--- src/rtl/riscv_pkg.sv ---
// Shared RISC-V definitions: XLEN, branch FUNCT3 codes
// and the execute/memory stage FSM encoding.
package riscv_pkg;

  localparam int XLEN = 32;

  localparam logic [2:0] F3_BEQ  = 3'b000;
  localparam logic [2:0] F3_BNE  = 3'b001;
  localparam logic [2:0] F3_BLT  = 3'b100;
  localparam logic [2:0] F3_BGE  = 3'b101;
  localparam logic [2:0] F3_BLTU = 3'b110;
  localparam logic [2:0] F3_BGEU = 3'b111;

  typedef logic [0:0] ex_state_t;

  localparam ex_state_t ST_RUN    = 1'b0;
  localparam ex_state_t ST_SQUASH = 1'b1;

endpackage

--- src/rtl/branch_cond.sv ---
// Branch resolution from ALU flags; signed and unsigned
// compares both arrive on SLTU_SIG from the ALU.
module branch_cond
  import riscv_pkg::*;
(
  input  logic [2:0] FUNCT3,
  input  logic       ZERO_SIG,
  input  logic       SLTU_SIG,
  output logic       TAKEN
);

  always_comb begin
    TAKEN = 1'b0;
    unique case (FUNCT3)
      F3_BEQ:  TAKEN = ZERO_SIG;
      F3_BNE:  TAKEN = ~ZERO_SIG;
      F3_BLT:  TAKEN = SLTU_SIG;
      F3_BGE:  TAKEN = ~SLTU_SIG;
      F3_BLTU: TAKEN = SLTU_SIG;
      F3_BGEU: TAKEN = ~SLTU_SIG;
      default: TAKEN = 1'b0;
    endcase
  end

endmodule

--- src/rtl/ex_mem_stage.sv ---
// EX->MEM pipeline register with redirect and squash of younger ops.
// Optional EX_MEM_MISALIGN_TRAP_EN adds TRAP_MISALIGN output.
module ex_mem_stage
  import riscv_pkg::*;
#(
  parameter int SQUASH_DEPTH = 2
) (
  input  logic            CLK,
  input  logic            RESET,
  input  logic            IN_VALID,
  output logic            IN_READY,
  input  logic [XLEN-1:0] ALU_RESULT,
  input  logic            ZERO_SIG,
  input  logic            SLTU_SIG,
  input  logic            IS_BRANCH,
  input  logic            IS_JUMP,
  input  logic [2:0]      FUNCT3,
  input  logic [XLEN-1:0] TARGET,
  input  logic [XLEN-1:0] PC_PLUS4,
  input  logic [XLEN-1:0] STORE_DATA,
  input  logic [4:0]      RD_ADDR,
  input  logic            REG_WRITE,
  input  logic            MEM_READ,
  input  logic            MEM_WRITE,
  output logic            OUT_VALID,
  input  logic            OUT_READY,
  output logic [XLEN-1:0] OUT_RESULT,
  output logic [XLEN-1:0] OUT_STORE_DATA,
  output logic [4:0]      OUT_RD_ADDR,
  output logic            OUT_REG_WRITE,
  output logic            OUT_MEM_READ,
  output logic            OUT_MEM_WRITE,
`ifdef EX_MEM_MISALIGN_TRAP_EN
  output logic            TRAP_MISALIGN,
`endif
  output logic            REDIRECT,
  output logic [XLEN-1:0] REDIRECT_PC
);

  ex_state_t       state_q, state_d;
  logic [1:0]      cnt_q, cnt_d;
  logic            out_valid_q, out_valid_d;
  logic [XLEN-1:0] result_q, result_d;
  logic [XLEN-1:0] sdata_q, sdata_d;
  logic [4:0]      rd_q, rd_d;
  logic            rw_q, rw_d;
  logic            mr_q, mr_d;
  logic            mw_q, mw_d;
  logic            redir_q, redir_d;
  logic [XLEN-1:0] rpc_q, rpc_d;
  logic            trap_q, trap_d;

  logic br_taken;
  logic accept;
  logic ctl_xfer;
  logic br_only;
  logic misalign;

  branch_cond u_branch_cond (
    .FUNCT3   (FUNCT3),
    .ZERO_SIG (ZERO_SIG),
    .SLTU_SIG (SLTU_SIG),
    .TAKEN    (br_taken)
  );

  assign IN_READY = (state_q == ST_SQUASH) |
                    ~out_valid_q | OUT_READY;
  assign accept   = IN_VALID & IN_READY;
  assign br_only  = IS_BRANCH & ~IS_JUMP;
  assign ctl_xfer = IS_JUMP | (IS_BRANCH & br_taken);

`ifdef EX_MEM_MISALIGN_TRAP_EN
  assign misalign = |TARGET[1:0];
`else
  assign misalign = 1'b0;
`endif

  always_comb begin
    state_d     = state_q;
    cnt_d       = cnt_q;
    out_valid_d = out_valid_q;
    result_d    = result_q;
    sdata_d     = sdata_q;
    rd_d        = rd_q;
    rw_d        = rw_q;
    mr_d        = mr_q;
    mw_d        = mw_q;
    redir_d     = 1'b0;
    rpc_d       = rpc_q;
    trap_d      = 1'b0;

    if (out_valid_q && OUT_READY) begin
      out_valid_d = 1'b0;
    end

    if (accept) begin
      if (state_q == ST_SQUASH) begin
        cnt_d = cnt_q - 2'd1;
        if (cnt_q <= 2'd1) begin
          cnt_d   = 2'd0;
          state_d = ST_RUN;
        end
      end else begin
        out_valid_d = 1'b1;
        result_d    = IS_JUMP ? PC_PLUS4 : ALU_RESULT;
        sdata_d     = STORE_DATA;
        rd_d        = RD_ADDR;
        rw_d        = REG_WRITE & ~br_only;
        mr_d        = MEM_READ & ~br_only;
        mw_d        = MEM_WRITE & ~br_only;
        if (ctl_xfer) begin
          state_d = ST_SQUASH;
          cnt_d   = 2'(SQUASH_DEPTH);
          if (misalign) begin
            // Trap replaces the redirect; the op must not commit.
            trap_d = 1'b1;
            rw_d   = 1'b0;
            mr_d   = 1'b0;
            mw_d   = 1'b0;
          end else begin
            redir_d = 1'b1;
            rpc_d   = TARGET;
          end
        end
      end
    end
  end

  always_ff @(posedge CLK) begin
    if (RESET) begin
      state_q     <= ST_RUN;
      cnt_q       <= 2'd0;
      out_valid_q <= 1'b0;
      result_q    <= '0;
      sdata_q     <= '0;
      rd_q        <= '0;
      rw_q        <= 1'b0;
      mr_q        <= 1'b0;
      mw_q        <= 1'b0;
      redir_q     <= 1'b0;
      rpc_q       <= '0;
      trap_q      <= 1'b0;
    end else begin
      state_q     <= state_d;
      cnt_q       <= cnt_d;
      out_valid_q <= out_valid_d;
      result_q    <= result_d;
      sdata_q     <= sdata_d;
      rd_q        <= rd_d;
      rw_q        <= rw_d;
      mr_q        <= mr_d;
      mw_q        <= mw_d;
      redir_q     <= redir_d;
      rpc_q       <= rpc_d;
      trap_q      <= trap_d;
    end
  end

  assign OUT_VALID      = out_valid_q;
  assign OUT_RESULT     = result_q;
  assign OUT_STORE_DATA = sdata_q;
  assign OUT_RD_ADDR    = rd_q;
  assign OUT_REG_WRITE  = rw_q;
  assign OUT_MEM_READ   = mr_q;
  assign OUT_MEM_WRITE  = mw_q;
  assign REDIRECT       = redir_q;
  assign REDIRECT_PC    = rpc_q;
`ifdef EX_MEM_MISALIGN_TRAP_EN
  assign TRAP_MISALIGN  = trap_q;
`else
  logic unused_trap;
  assign unused_trap = trap_q;
`endif

endmodule

--- config.mk ---
export PLATFORM = sky130hd
export DESIGN_NAME = ex_mem_stage
export DESIGN_NICKNAME = d
export VERILOG_FILES = /design/src/rtl/riscv_pkg.sv /design/src/rtl/branch_cond.sv /design/src/rtl/ex_mem_stage.sv
export SDC_FILE = /design/constraint.sdc
export NUM_CORES = 1
export LEC_CHECK = 0
export BUFFER_PORTS_ARGS = -buffer_cell sky130_fd_sc_hd__buf_2
export CAP_MARGIN = 20
export CORE_AREA = 2 2 98 100
export CTS_BUF_LIST = sky130_fd_sc_hd__clkbuf_2 sky130_fd_sc_hd__clkbuf_4 sky130_fd_sc_hd__clkbuf_8
export CTS_CLUSTER_DIAMETER = 120
export DETAILED_ROUTE_END_ITERATION = 8
export DIE_AREA = 0 0 100 102
export PLACE_DENSITY = 0.95
export SKIP_CTS_REPAIR_TIMING = 1
export SLEW_MARGIN = 30
export SYNTH_ARGS = -nofsm -noshare
export SYNTH_HDL_FRONTEND = slang
export SYNTH_SLANG_ARGS = --single-unit
--- constraint.sdc ---
create_clock -name CLK -period 3.8 [get_ports CLK]
set_clock_uncertainty 0.2 [all_clocks]
set_input_delay 0.38 -clock CLK [delete_from_list [all_inputs] [get_ports CLK]]
set_output_delay 0.38 -clock CLK [all_outputs]
set_load 0.05 [all_outputs]
==> results.toml, run 1 <==
[die]
dieHeight_um = 102
start_util = 0.4681
rows = 35
io_pins = 254
die-area_um2 = 10200
die_x_um = 100
coreArea_um2 = 9109

[routing]
first_pass_iters = 4
wirelength_um = 11530
drt_iter0_markers = 148
vias = 4256
routedWlPerCell_um = 13.84
drc = 0
viasPerCell = 5.109
antenna_left = 0

[sta]
setup_tns_ns = 0
rsz0062_at_grt = "false"
max-slew-margin-rel = 0.3884
finalHoldViolations = 0
slew_viol_final = 0
setup_violations = 0
tightest_slew_ns = 0.9174
period_share = 0.5955
fin_hold_ws_ns = 0.05079
fin_crit_ns = 2.263
fmax_ghz = 0.4419

[cells_and_area]
final_cell_count_no_fill = 833
layout_commonest_cell = "buf_2"
nNetsFinal = 864
layout_common_cells = "252 x buf_2, 109 x dfxtp_1, 82 x nand2_1"
syn2layout_area_growth_pct = 33.98
n_antenna_cell = 0
drive_above_1_share = 0.3850
final_area_um2 = 5713

[global_routing]
grt_pass1_wl_um = 17550
gr-total-overflow = 0
grt_max_degree = 138
grtUsageTotal = 0.2119
grt_pass1_vias = 3888
antenna_found_initial = 0

[worst_setup_path]
end_kind = "register"
path_class = "reg2reg"
critPathRequiredTime_ns = 3.87
path_cells = "nor2b_1 > or3_2 > buf_4 > o21ai_1 > a21oi_1"
cp_slowest_cell = "buf_4"
reg2regPathDepth = 5
r2r_end = "REDIRECT_PC[25]"
critPathMaxFanout = 48
critical_path.max_stage_delay_ns = 0.53
r2r_setup_slack_ns = 1.54
r2r_start = "OUT_VALID"
start_kind = "register"
cp.arrival_ns = 2.33

[cts]
cts_sinks = 109
cts_max_path_buffers = 2
clkTransAtPathRegs_ns = 0.11
htree_levels = 3
cts_tree = "yes"
clk_latency_ns = 0.35
cts_made_buffers = 9
cts_root_buf = "clkbuf_8"

[placed_design]
placed_cells = 817
place_congestion = 0.8782
dp_hpwl_um = 8375
placed_area_um2 = 5500
portBuffers = 253

[power_and_ir_drop]
power_frac_seq = 0.468
p_per_area_nw_per_um2 = 474.5
p_sw_mw = 0.9464
ir_drop_mv = 0.3363
swShare = 0.3491
combinationalPowerShare = 0.264
total_power_mw = 2.711
p_clk_frac = 0.267
leakage_nw = 2.741
intPower_mw = 1.765

[synthesis]
synth_area_leaders = "dfxtp_1 51%, a21oi_1 8.7%, mux2i_1 7.5%, nand2_1 7.2%, a211oi_1 5.6%"
yosysTopAreaCell = "dfxtp_1"
avgSynthCellArea_um2 = 8.614
yosysUniqueCellTypes = 30
syn_area_um2 = 4264
synth_top_area_share = 0.5117
yosysWarnings = 0
synth_cells = 495
ys_seq_elements = 109
postSynthNetCount = 642
synth_seq_area_share = 0.5117

[hold_path]
min_to = "OUT_RD_ADDR[3]"
hp-class = "in2reg"
hold_depth = 3
hp-start = "RD_ADDR[3]"

[flow_run]
cap_violations = 0

[outcome]
status = "complete, no violations"
[routing by layer]
layer | track usage | vias to the layer above | wire (µm)
met4 | 0.06322 | 0 | 159
met2 | 0.3867 | 163 | 5986
met1 | 0.2459 | 1917 | 4576
met3 | 0.05404 | 14 | 801
li1 | - | 2162 | -
met5 | 0 | - | 0
[worst max-delay path: cells and delay by family (launching register included)]
kind                   cells  cell delay [ns]
AND/OR/NAND/NOR            2             0.78
AO/OA/AOI/OAI              2             0.29
flip-flops                 1             0.36
buffers and inverters      1             0.53
[worst max-delay path by stage]
stage / endpoint / slack, ns / startpoint
2_1_floorplan: REDIRECT_PC[10] / 1.89 / OUT_VALID
3_3_place_gp: REDIRECT_PC[22] / 1.54 / IN_VALID
3_5_place_dp: REDIRECT_PC[30] / 1.44 / OUT_READY
4_1_cts: REDIRECT_PC[30] / 1.53 / OUT_VALID
5_1_grt: REDIRECT_PC[20] / 1.31 / OUT_VALID
6_report: REDIRECT_PC[25] / 1.54 / OUT_VALID
[state kept, by name, indices dropped and copies added, names as in the netlist, 2 cells and up]
register / count
OUT_RESULT: 32
OUT_STORE_DATA: 32
REDIRECT_PC: 32
OUT_RD_ADDR: 5
cnt_q: 2
[synth_stat cells (all sizes together)]
master / count
a211oi: 32
a21oi: 74
a221oi: 1
a311oi: 1
a31oi: 1
buf: 23
clkbuf: 22
dfxtp: 109
inv: 4
mux2i: 32
nand2: 82
nand2b: 1
nand3: 35
nand3b: 1
nand4: 1
nor2: 34
nor2b: 1
nor3: 1
o21ai: 33
o221a: 1
o221ai: 1
o31ai: 1
or3: 1
or3b: 1
xnor2: 2
[per-stage QoR]
step	worst slack, ns	utilization
2_1_floorplan	1.890	-
3_3_place_gp	1.538	0.6034
3_5_place_dp	1.441	0.6038
4_1_cts	1.532	0.6272
5_1_grt	1.312	0.6272
6_report	1.537	0.6272
[cell families after synthesis]
kind of cell    count (synthesis)  share of synthesized area
flops                         109                     0.5117
simple gates                  158                     0.1546
compound gates                145                     0.2001
xor+xnor                        2                   0.004109
mux                            32                    0.07512
buf+inv                        49                    0.05428
[layout make-up]
type	count	area (µm²)
Clock inverter	5	67.56
Tap cell	111	138.9
Multi-Input combinational cell	337	1857
Timing Repair Buffer	256	1308
Inverter	4	15.01
Fill cell	798	3396
Clock buffer	11	145.1
Sequential cell	109	2182
[power groups by stage]
stage	Combinational, mW	Sequential, mW	Clock (mW)
final	0.717	1.27	0.724
after detailed placement	0.719	1.30	0
after global routing	0.768	1.28	0.792
after global placement	0.708	1.29	0
after CTS	0.720	1.27	0.749
after floorplan	0.233	1.58	0
Power figures use the tool's default switching activity.
==> run 2, diff against run 1 <==
Settings changed: CORE_AREA 2 2 98 100 to default, CORE_UTILIZATION from default to 45, DIE_AREA 0 0 100 102 to default, PLACE_DENSITY 0.95 to 0.94.
Clock period 3.8 ns to 2.3 ns, I/O delays scaled along.
==> results.toml, run 2 (synthesized netlist as in run 1, its figures left out) <==
[worst_setup_path]
cp_slowest_cell = "buf_4"
end_kind = "register"
crit_family = "simple AND/OR/NAND/NOR gates"
path_cells = "nor2b_1 > or3_2 > buf_4 > nand2_1 > a21oi_1"
cp.arrival_ns = 1.95
critical_path.max_stage_delay_ns = 0.45
critPathRequiredTime_ns = 2.38
cp.buffers_inverters = 1
critPathMaxFanout = 56
start_kind = "register"
path_class = "reg2reg"

[power_and_ir_drop]
p_per_area_nw_per_um2 = 705.2
ir_drop_mv = 0.4257
leakage_nw = 3.076

[cells_and_area]
drive_above_1_share = 0.3558
nNetsFinal = 943
layout_commonest_cell = "buf_2"
n_antenna_cell = 0
syn2layout_area_growth_pct = 52.55
final_cell_count_no_fill = 912
layout_common_cells = "252 x buf_2, 109 x dfxtp_1, 82 x nand2_1"
fin_util = 0.7073

[cts]
cts_root_buf = "clkbuf_8"
htree_levels = 3
cts_max_path_buffers = 2
cts_tree = "yes"
clk_latency_ns = 0.34
cts_made_buffers = 9
clkTransAtPathRegs_ns = 0.11
cts_sinks = 109

[routing]
viasPerCell = 5.203
routedWlPerCell_um = 15.06
wirelength_um = 13740
first_pass_iters = 5
drc = 0
antenna_left = 0
drt_iter0_markers = 158
vias = 4745

[die]
start_util = 0.4637
io_pins = 254
dieHeight_um = 99.35
coreArea_um2 = 9196
die_x_um = 99.35
rows = 35
die-area_um2 = 9869

[placed_design]
placed_cells = 824
portBuffers = 253
dp_hpwl_um = 8632
place_congestion = 0.7635

[outcome]
status = "complete, no violations"

[flow_run]
cap_violations = 0

[sta]
period_share = 0.8138
fmax_ghz = 0.5343
fin_hold_ws_ns = 0.004431
slew_viol_final = 0
setup_violations = 0
fin_crit_ns = 1.872
finalHoldViolations = 0
setup_tns_ns = 0
max-slew-margin-rel = 0.6294
tightest_slew_ns = 0.5559
rsz0062_at_grt = "false"

[global_routing]
grt_pass1_vias = 3983
grtUsageTotal = 0.2326
grt_max_degree = 57
grt_pass1_wl_um = 18460
antenna_found_initial = 0
gr-total-overflow = 0

[hold_path]
hp-class = "in2reg"
## run 2: cell count changes in the layout (fill, tap and decap cells not counted), sizes merged
cell,delta
dlygate4sd3,+72
clkinvlp,+2
buf,+7
inv,-1
clkinv,-1
## run 2: per-stage QoR
stage          area (µm²)  total power, mW  worst slack (ns)
6_report             6505            4.588            0.4283
4_1_cts              5784            4.498            0.4546
3_5_place_dp         5587            3.355            0.4401
3_3_place_gp         5587            3.325            0.5240
2_1_floorplan        4264            3.001            0.3904
5_1_grt              6505            4.778            0.3139
## run 2: final cells by class
cell class	instances	area (µm²)
repair buffers	335	2115
clock inverters	5	58.81
multi-input cells	337	1857
fillers	699	2691
flip-flops and latches	109	2182
clock buffers	11	138.9
well taps	111	138.9
inverters	4	15.01
## run 2: where the power goes
part	switching, mW	internal [mW]	total, mW
Clock	0.627	0.531	1.16
Sequential	0.0731	2.03	2.10
Combinational	0.902	0.426	1.33
Total	1.60	2.99	4.59
## run 2: tightest hold or removal path, delay by kind of cell
kind            cells  cell delay (ns)
compound gates      1             0.07
buf+inv             1             0.09
simple gates        1             0.12
## run 2: path summary, 6_finish.rpt
kind,slack (ns),cells past startpoint,start,end
max,0.43,5,OUT_VALID,OUT_STORE_DATA[27]
min,0.004,3,OUT_READY,OUT_VALID
max reg2reg,0.43,5,OUT_VALID,OUT_STORE_DATA[27]
min reg2reg,0.26,2,OUT_RD_ADDR[0],OUT_RD_ADDR[0]
## run 2: per-layer routing
layer,global-route usage,up-vias,wire (µm)
met3,0.05833,42,1071
li1,-,2324,-
met1,0.2665,2141,4916
met5,0,-,0
met2,0.4167,238,7298
met4,0.08824,0,450
==> run 3, diff against run 2 <==
Settings changed: CORE_ASPECT_RATIO from default to 1.5, CORE_UTILIZATION 45 to 40, PLACE_DENSITY 0.94 to 0.89.
Clock period 2.3 ns to 1.65 ns, I/O delays scaled along.
==> results.toml, run 3 (synthesized netlist as in run 1, its figures left out) <==
[sta]
rsz0062_at_grt = "true"
finalHoldViolations = 5
fin_ws_ns = -0.1956
fin_crit_ns = 1.846
fin_hold_ws_ns = -0.02091
fmax_ghz = 0.5418
max-slew-margin-rel = 0.7280
period_share = 1.119
tightest_slew_ns = 0.4081
slew_viol_final = 0
setup_violations = 16

[worst_setup_path]
crit_family = "buffers and inverters"
critPathRequiredTime_ns = 1.69
start_kind = "register"
path_class = "reg2reg"
critPathMaxFanout = 8
cp.buffers_inverters = 3
cp.arrival_ns = 1.88
cp_slowest_cell = "dfxtp_1"
critical_path.max_stage_delay_ns = 0.35
r2r_setup_slack_ns = -0.20
path_cells = "buf_4 > nor3_4 > buf_8 > clkbuf_16 > nor2_1 > a211oi_1"
end_kind = "register"

[cells_and_area]
final_area_um2 = 7584
layout_common_cells = "251 x buf_2, 120 x dlygate4sd3_1, 108 x dfxtp_1"
n_antenna_cell = 0
drive_above_1_share = 0.3786
nNetsFinal = 1019
syn2layout_area_growth_pct = 77.85
layout_commonest_cell = "buf_2"

[cts]
cts_sinks = 109
cts_made_buffers = 9
cts_tree = "yes"
cts_max_path_buffers = 2
htree_levels = 3
cts_root_buf = "clkbuf_8"
clk_latency_ns = 0.35
clkTransAtPathRegs_ns = 0.10

[die]
io_pins = 254
start_util = 0.4161
coreArea_um2 = 10250
dieHeight_um = 128.5
die-area_um2 = 11090
die_x_um = 86.30
rows = 45

[global_routing]
grtUsageTotal = 0.2087
antenna_found_initial = 0
grt_pass1_vias = 3988
use_met2 = 0.3791
grt_pass1_wl_um = 18440
grtUsageMet3 = 0.04875
grt.busiest_layer = "met2"
grt_max_degree = 43
gr-total-overflow = 0
grt_use_met1 = 0.2330

[routing]
antenna_left = 0
wirelength_um = 16790
drt_iter0_markers = 257
drc = 0
viasPerCell = 5.169
vias = 5262
routedWlPerCell_um = 16.50
first_pass_iters = 5

[placed_design]
dp_hpwl_um = 9084
place_congestion = 0.7876
portBuffers = 253
placed_area_um2 = 5813

[power_and_ir_drop]
swShare = 0.3499
combinationalPowerShare = 0.325
ir_drop_mv = 0.5295
p_clk_frac = 0.250
total_power_mw = 6.914
leakage_nw = 3.534
power_frac_seq = 0.424
p_sw_mw = 2.419
intPower_mw = 4.495
p_per_area_nw_per_um2 = 911.7

[outcome]
failed_checks = "negative hold slack, negative setup slack"
status = "finished with violations"

[flow_run]
cap_violations = 0

[hold_path]
hp-class = "in2reg"
## run 3: changes by cell type in the layout (fill, tap and decap cells not counted), moves of 3 or more
cell	previous run	this run
a211oi_1	32	21
o21ai_0	4	1
a211oi_2	0	11
buf_6	0	6
buf_4	7	17
clkbuf_16	0	7
o21ai_1	29	32
dlygate4sd3_1	72	120
buf_12	4	8
clkinv_4	0	3
## run 3: per-stage QoR
stage,hold slack [ns],setup TNS [ns],instances,utilization,setup WS [ns]
finish,-0.02091,-0.4406,1018,0.7400,-0.1956
detailed placement,0.2116,-1.575,871,0.5673,-0.1186
global placement,0.2055,-0.2403,871,0.5673,-0.05101
global route,-0.008306,-2.542,1018,0.7400,-0.2312
CTS,-0.1906,-1.390,887,0.5886,-0.09642
floorplan,0.1010,-0.07152,495,-,-0.007152
## run 3: worst paths after layout
path,start,to,cells after the start
worst max-delay path,state_q,OUT_RESULT[28],6
worst min-delay path,PC_PLUS4[5],OUT_RESULT[5],3
worst max register to register,state_q,OUT_RESULT[28],6
worst min register to register,OUT_REG_WRITE,OUT_REG_WRITE,2
## run 3: final cells by class
cell class                 instances  area [µm²]
tap                              141       176.4
inverter                           4       15.01
clock buffer                      11       151.4
timing repair buffer             411        3030
multi-input combinational        337        1957
clock inverter                     5       67.56
sequential                       109        2186
fill                             723        2664
## run 3: per-layer routing
metal	vias to the layer above	share of wire	wire (µm)
met5	-	0	0
met4	0	0.051	863
met3	78	0.065	1093
met2	287	0.53	8932
met1	2426	0.35	5902
li1	2471	-	-
## run 3: power groups by stage
| stage | clock network (mW) | logic, mW | registers (mW) |
|---|---|---|---|
| 4_1_cts | 1.75 | 1.77 | 2.92 |
| 3_5_place_dp | 0 | 1.77 | 2.98 |
| 2_1_floorplan | 0 | 0.548 | 3.65 |
| 5_1_grt | 1.86 | 2.36 | 2.95 |
| 3_3_place_gp | 0 | 1.75 | 2.97 |
| 6_report | 1.73 | 2.25 | 2.93 |
## run 3: worst reg2reg max path, cell delays in order (launching register included)
cell and delay (ns):
dfxtp_1 0.35, buf_4 0.18, nor3_4 0.25, buf_8 0.21
clkbuf_16 0.18, nor2_1 0.04, a211oi_1 0.33
